<file path="src/rtl/debounce_pkg.sv">
// Shared types and constants for the push-button debouncer.
package debounce_pkg;

  typedef enum logic [1:0] {
    STABLE_LOW  = 2'd0,
    WAIT_HIGH   = 2'd1,
    STABLE_HIGH = 2'd2,
    WAIT_LOW    = 2'd3
  } debounce_state_t;

  localparam int DEFAULT_BOUNCE_TICKS = 12000;

endpackage

</file>
<file path="src/rtl/button_debouncer_synchronizer.sv">
// Multi-flop synchroniser for an asynchronous pad input; all flops clear on reset.
module synchronizer #(
  parameter int STAGES = 2
) (
  input  logic clk,
  input  logic rst,
  input  logic d,
  output logic q
);

  logic [STAGES-1:0] sr;

  always_ff @(posedge clk) begin
    if (!rst) begin
      sr <= '0;
    end else begin
      sr <= {sr[STAGES-2:0], d};
    end
  end

  assign q = sr[STAGES-1];

endmodule

</file>
<file path="src/rtl/button_debouncer.sv">
// Counter-qualified debouncer: a level change is accepted after BOUNCE_TICKS stable clocks.
// Define DEBOUNCE_SYNC_EN to put a 2-flop synchroniser in front of the FSM.
module button_debouncer
  import debounce_pkg::*;
#(
  parameter int BOUNCE_TICKS = DEFAULT_BOUNCE_TICKS
) (
  input  logic       clk,
  input  logic       rst,
  input  logic       in,
  output logic       out,
  output logic       busy,
  output logic [1:0] dbg_state
);

  localparam int CNT_W = $clog2(BOUNCE_TICKS + 1);
  localparam logic [CNT_W-1:0] CNT_MAX = CNT_W'(BOUNCE_TICKS - 1);

  logic            in_s;
  debounce_state_t state, state_n;
  logic [CNT_W-1:0] cnt, cnt_n;
  logic            out_n;

`ifdef DEBOUNCE_SYNC_EN
  synchronizer #(.STAGES(2)) u_sync (
    .clk (clk),
    .rst (rst),
    .d   (in),
    .q   (in_s)
  );
`else
  assign in_s = in;
`endif

  // out is computed from the next state so it flips on the same edge as the FSM.
  always_ff @(posedge clk) begin
    if (!rst) begin
      state <= STABLE_LOW;
      cnt   <= '0;
      out   <= 1'b0;
    end else begin
      state <= state_n;
      cnt   <= cnt_n;
      out   <= out_n;
    end
  end

  // A glitch inside a WAIT state drops straight back; no partial count is kept.
  always_comb begin
    state_n = state;
    cnt_n   = cnt;
    case (state)
      STABLE_LOW: begin
        if (in_s) begin
          state_n = WAIT_HIGH;
          cnt_n   = '0;
        end
      end
      WAIT_HIGH: begin
        if (!in_s) begin
          state_n = STABLE_LOW;
          cnt_n   = '0;
        end else if (cnt == CNT_MAX) begin
          state_n = STABLE_HIGH;
        end else begin
          cnt_n = cnt + 1'b1;
        end
      end
      STABLE_HIGH: begin
        if (!in_s) begin
          state_n = WAIT_LOW;
          cnt_n   = '0;
        end
      end
      WAIT_LOW: begin
        if (in_s) begin
          state_n = STABLE_HIGH;
          cnt_n   = '0;
        end else if (cnt == CNT_MAX) begin
          state_n = STABLE_LOW;
        end else begin
          cnt_n = cnt + 1'b1;
        end
      end
      default: begin
        state_n = STABLE_LOW;
        cnt_n   = '0;
      end
    endcase
  end

  always_comb begin
    out_n     = (state_n == STABLE_HIGH) || (state_n == WAIT_LOW);
    busy      = (state == WAIT_HIGH) || (state == WAIT_LOW);
    dbg_state = state;
  end

endmodule

</file>
<file path="config.mk">
export PLATFORM = sky130hd
export DESIGN_NAME = button_debouncer
export DESIGN_NICKNAME = d
export VERILOG_FILES = /design/src/rtl/debounce_pkg.sv /design/src/rtl/button_debouncer_synchronizer.sv /design/src/rtl/button_debouncer.sv
export SDC_FILE = /design/constraint.sdc
export NUM_CORES = 1
export LEC_CHECK = 0
export ABC_AREA = 1
export CAP_MARGIN = 5
export CORE_ASPECT_RATIO = 1.5
export CORE_MARGIN = 4
export CORE_UTILIZATION = 25
export DETAILED_ROUTE_END_ITERATION = 8
export GPL_ROUTABILITY_DRIVEN = 0
export PLACE_DENSITY = 0.46
export RECOVER_POWER = 25
export SLEW_MARGIN = 20
export SYNTH_ARGS = -nofsm -noshare
export SYNTH_HDL_FRONTEND = slang
export SYNTH_SLANG_ARGS = --single-unit
</file>
<file path="constraint.sdc">
create_clock -name clk -period 2.91 [get_ports clk]
set_input_delay 0.4365 -clock clk [delete_from_list [all_inputs] [get_ports clk]]
set_output_delay 0.4365 -clock clk [all_outputs]
set_load 0.005 [all_outputs]
</file>
==> impl_metrics.toml, run 1 <==
[status]
status = "finished clean"

[setup_path]
crit_chain = "clkdlybuf4s50_1, xnor2_1, nor2_2, o21ai_2, nor2_1"
cp.arrival_ns = 1.89
r2r_cells = 10
cp-endpoint = "cnt[11]"
cp-startpoint = "in"
required_ns = 3.04
start_kind = "primary input"
slowest_stage = "clkdlybuf4s50_1"
reg2reg_to = "cnt[12]"
crit-reg2reg-launch = "cnt[1]"
path_class = "in2reg"
cp_max_fo = 7
end_kind = "flop"
slowest_delay_ns = 0.49
reg2reg_slack_ns = 1.23

[clock_network]
cts_sinks = 17
htree_levels = 1
cts_buffer_depth = 2
clk_latency_ns = 0.25
clk_pin_slew_worst_paths_ns = 0.07
ctsResizeCount = 0
postCtsSetupBuffers = 0
cts-root-buf = "clkbuf_8"
cts_tree = "built"
cts_hold_buffers = 0
numCtsBuffers = 3

[detailed_routing]
vias = 890
wirelength_um = 2060
wl_per_cell_um = 10.5
drt-initial-drc-count = 14
ant_nets = 0
vias_per_cell = 4.52
drt-pass1-iter-count = 4
drc_errors = 0

[hold_path]
hold_class = "reg2reg"

[power]
p_leak_nw = 0.418
switchingPower_w = 0.0000973
swShare_pct = 22.2
combPwrFrac_pct = 6.2
vdd_drop_max_uv = 233
power_w = 0.000439
internal-power_w = 0.000341
power_density_nw_per_um2 = 404
clkPwrFrac_pct = 40.0
seq_power_share_pct = 53.8

[grt]
antenna_found_initial = 0
groute.usage.overall_pct = 10.4
overflow = 0
grt_pass1_wl_um = 3840
grt_pass1_vias = 927
grt_max_degree = 11

[final_layout]
drive_gt1_share_pct = 6.45
mostFrequentLayoutCell = "nand2_1"
fillers = 403
antenna_cells = 0
layout_common_cells = "nand2_1, nor2_1, inv_1, dfxtp_1, nand3_1"
syn2layout_area_growth_pct = 16.5
nets = 160

[timing]
setup_violations = 0
fin_crit_sh_pct = 60.7
min_period_ns = 1.77
worstMarginPinSlew_ns = 0.447
clock_skew_ns = 0.00112
slew_violations = 0
rsz0062_at_grt = "false"
fin_ws_ns = 1.14
timing.final.hold_violations = 0
timing.fmax_ghz = 0.566
relSlewSlack_pct = 70.2
fin_tns_setup_ns = 0

[floorplanning]
start_util_pct = 26.5
ios = 7
num_rows = 26
core_um2 = 3510
die_x_um = 57.9
die_area_um2 = 4790
dieHeight_um = 82.8

[synth]
ys_ff_latch = 17
avgSynthCellArea_um2 = 6.38
ys_types = 22
synth_cells = 146
netlist_area_um2 = 932
ys_seq_area_share_pct = 36.5
yosys_warnings = 0
synthesis.nets = 150

[placement]
dp_slack_ns = 0.848
dp_hpwl_um = 1700
io_buffers = 6

[run]
max_cap_viol_count = 0
routing by layer:
| layer | part of all wire (%) | GRT usage [%] | wire length (um) | vias up |
|---|---|---|---|---|
| met5 | 0 | 0 | 0 | - |
| met4 | 3.1 | 6.73 | 63 | 0 |
| met3 | 1.1 | 1.39 | 22 | 4 |
| met1 | 44 | 11.1 | 901 | 404 |
| met2 | 52 | 19.0 | 1070 | 8 |
| li1 | - | - | - | 474 |
critical path, delay by kind of cell:
kind | cells | cell delay, ns
compound gates | 1 | 0.35
xor+xnor | 1 | 0.39
buf+inv | 1 | 0.49
simple gates | 2 | 0.22
cell usage after synthesis:
| cell | number | share of area (%) |
|---|---|---|
| xnor2_1 | 2 | 1.9 |
| inv_2 | 1 | 0.40 |
| xor2_2 | 1 | 1.7 |
| nor2_2 | 1 | 0.67 |
| nor3_1 | 2 | 1.1 |
| inv_1 | 18 | 7.2 |
| nand2_1 | 40 | 16 |
| o21ai_0 | 1 | 0.54 |
| or2_2 | 1 | 0.67 |
| o21ai_1 | 1 | 0.54 |
| nor2_1 | 28 | 11 |
| nand2_2 | 1 | 0.67 |
| nor3b_2 | 1 | 1.3 |
| dfxtp_1 | 17 | 37 |
| nand3b_1 | 1 | 0.81 |
| nand3_1 | 14 | 7.5 |
| nand4_1 | 4 | 2.7 |
| clkbuf_1 | 1 | 0.40 |
| xor2_1 | 2 | 1.9 |
| o21ai_2 | 1 | 0.94 |
| a21oi_1 | 7 | 3.8 |
| ha_1 | 1 | 1.3 |
flip-flops by register name, indices dropped and copies added (netlist names):
| register | cells |
|---|---|
| dbg_state | 2 |
| cnt | 14 |
| out | 1 |
layout make-up:
| cell class | instances | area, um^2 | area share (%) |
|---|---|---|---|
| sequential | 17 | 340 | 31.3 |
| timing repair buffer | 6 | 60.1 | 5.53 |
| inverter | 19 | 71.3 | 6.57 |
| clock buffer | 4 | 45.0 | 4.15 |
| tap | 42 | 52.6 | 4.84 |
| multi-input combinational | 109 | 517 | 47.6 |
worst min-delay path by stage:
| stage | slack (ns) | startpoint | depth (start not counted) | end |
|---|---|---|---|---|
| 3_3_place_gp | 0.47 | cnt[3] | 2 | cnt[3] |
| 2_1_floorplan | 0.45 | cnt[3] | 2 | cnt[3] |
| 5_1_grt | 0.53 | cnt[3] | 2 | cnt[3] |
| 3_5_place_dp | 0.48 | cnt[3] | 2 | cnt[3] |
| 4_1_cts | 0.49 | cnt[3] | 2 | cnt[3] |
| 6_report | 0.49 | cnt[3] | 2 | cnt[3] |
logic make-up after synthesis:
| kind of cell | share of synthesized area, % |
|---|---|
| AOI/OAI and AO/OA | 5.77 |
| buffers and inverters | 8.05 |
| adders and majority gates | 1.34 |
| DFF | 36.5 |
| xor gates and xnor gates | 5.50 |
| and+or+nand+nor | 42.8 |
power by group through the flow:
stage	logic (W)	registers [W]	clock network, W
2_1_floorplan	0.0000168	0.000241	0
3_3_place_gp	0.0000280	0.000242	0
3_5_place_dp	0.0000281	0.000242	0
4_1_cts	0.0000282	0.000236	0.000179
5_1_grt	0.0000311	0.000236	0.000194
6_report	0.0000272	0.000236	0.000175
through the flow:
step                      std cells  hold WS (ns)  instance area, um^2  util, %
after floorplan                 146         0.452                  932        -
after global placement          193         0.467                 1040     29.6
after detailed placement        193         0.481                 1040     29.6
after CTS                       197         0.490                 1090     30.9
after global routing            197         0.534                 1090     30.9
final                           197         0.488                 1090     30.9
Note: power is estimated with default switching activity, not from simulation.
==> run 2: changes to the inputs <==
==> constraint.sdc (replaced) <==
create_clock -name clk -period 1.8 [get_ports clk]
set_input_delay 0.27 -clock clk [delete_from_list [all_inputs] [get_ports clk]]
set_output_delay 0.27 -clock clk [all_outputs]
set_load 0.005 [all_outputs]
==> run 2 against run 1 <==
  * Critical path type is now reg2reg
  * Worst setup slack worse by 0.91 ns
  * Via count rose by 1.0%
  * Non-clock buffer count grew 5
  * Hold slack worse by 0.0020 ns
  * Core utilization increased by 1.1 points
  * Global-route usage up 0.10 points
  * Register-to-register slack worse by 1.0 ns
  * Critical path depth rose by 4
  * Final cell count grew 2.5%
  * Flip-flop and latch count unchanged
  * Clock-buffer cell count unchanged
  * Die area did not move
==> impl_metrics.toml, run 2 (same netlist as run 1, synthesis figures left out) <==
[status]
status = "finished clean"

[setup_path]
path_class = "reg2reg"
cp.arrival_ns = 1.72
end_kind = "flop"
cp_max_fo = 4
required_ns = 1.95
start_kind = "flop"

[clock_network]
cts_buffer_depth = 2
cts_hold_buffers = 0
cts-root-buf = "clkbuf_8"
clk_latency_ns = 0.26
clk_pin_slew_worst_paths_ns = 0.07
cts_tree = "built"
cts_sinks = 17
numCtsBuffers = 3
htree_levels = 1

[final_layout]
nets = 165
layout_common_cells = "nand2_1, nor2_1, inv_1, dfxtp_1, nand3_1"
syn2layout_area_growth_pct = 20.8
fin_area_um2 = 1130
largest_reg_flops = 14
fillers = 402
antenna_cells = 0
top_register = "cnt"
drive_gt1_share_pct = 10.0
mostFrequentLayoutCell = "nand2_1"

[detailed_routing]
drt-pass1-iter-count = 4
drc_errors = 0
ant_nets = 0
wirelength_um = 2180
vias = 899
wl_per_cell_um = 10.8
drt-initial-drc-count = 34
vias_per_cell = 4.45

[timing]
timing.fmax_ghz = 0.638
clock_skew_ns = 0.00324
min_period_ns = 1.57
timing.final.hold_violations = 0
fin_crit_sh_pct = 87.0
relSlewSlack_pct = 72.6
rsz0062_at_grt = "false"
worstMarginPinSlew_ns = 0.409
setup_violations = 0
slew_violations = 0

[grt]
overflow = 0
grt_pass1_vias = 914
groute.usage.overall_pct = 10.5
antenna_found_initial = 0
grt_max_degree = 10
grt_pass1_wl_um = 3880

[floorplanning]
core_um2 = 3510
dieHeight_um = 82.8
die_x_um = 57.9
die_area_um2 = 4790
ios = 7
num_rows = 26
start_util_pct = 26.5

[run]
max_cap_viol_count = 0

[power]
seq_power_share_pct = 52.6
combPwrFrac_pct = 6.9
internal-power_w = 0.000557
power_density_nw_per_um2 = 644
swShare_pct = 23.1
power_w = 0.000725
switchingPower_w = 0.000168
clkPwrFrac_pct = 40.4
p_leak_nw = 0.444
vdd_drop_max_uv = 403

[placement]
place_area_um2 = 1080
dp_hpwl_um = 1770
io_buffers = 6

[hold_path]
hold_class = "reg2reg"
run 2: area by class of cell:
cell class                      count  area, um^2  share of cell area (%)
Clock buffer                        4        45.0                    4.00
Inverter                           19        71.3                    6.33
Multi-Input combinational cell    109         519                    46.1
Sequential cell                    17         340                    30.2
Tap cell                           42        52.6                    4.67
Timing Repair Buffer               11        97.6                    8.67
run 2: final timing paths:
path / startpoint / endpoint / slack, ns / cells past startpoint
max reg2reg: cnt[0] / dbg_state[1] / 0.23 / 9
max: cnt[0] / dbg_state[1] / 0.23 / 9
min reg2reg: cnt[3] / cnt[3] / 0.49 / 2
min: cnt[3] / cnt[3] / 0.49 / 2
run 2: power by group through the flow:
stage          registers [W]   logic, W  clock network, W
3_3_place_gp        0.000390  0.0000513                 0
6_report            0.000381  0.0000503          0.000293
3_5_place_dp        0.000390  0.0000515                 0
2_1_floorplan       0.000390  0.0000272                 0
5_1_grt             0.000382  0.0000571          0.000322
4_1_cts             0.000381  0.0000518          0.000303
run 2: metrics by stage:
stage                     utilization (%)  instances  hold slack [ns]  TNS, ns  worst slack [ns]
after floorplan                         -        146            0.393        0             0.401
after global placement               30.7        198            0.468        0            0.0145
after detailed placement             30.7        198            0.481   -0.159           -0.0295
after CTS                            32.0        202            0.491        0             0.165
after global routing                 32.1        202            0.512        0            0.0430
final                                32.1        202            0.486        0             0.233
run 2: per-layer routing:
layer / vias to the layer above / GRT usage (%) / part of all wire (%)
met5: - / 0 / 0
met4: 0 / 5.57 / 2.3
met3: 4 / 0.929 / 1.0
met2: 16 / 20.4 / 54
met1: 395 / 11.0 / 43
li1: 484 / - / -
run 2: worst max-delay path: stages (launching register included):
cell and delay [ns]:
dfxtp_1 0.38, ha_1 0.21, nand2_1 0.09, inv_1 0.08
nand2_1 0.07, nor2_1 0.16, buf_4 0.14, nand3_1 0.10
o21ai_1 0.19, nor2_1 0.05
run 2: what timing repair did:
item,CTS,global route
gates resized for setup,0,2
endpoints found under the setup margin,0,3
setup buffers,0,0
endpoints found under the hold margin,0,0
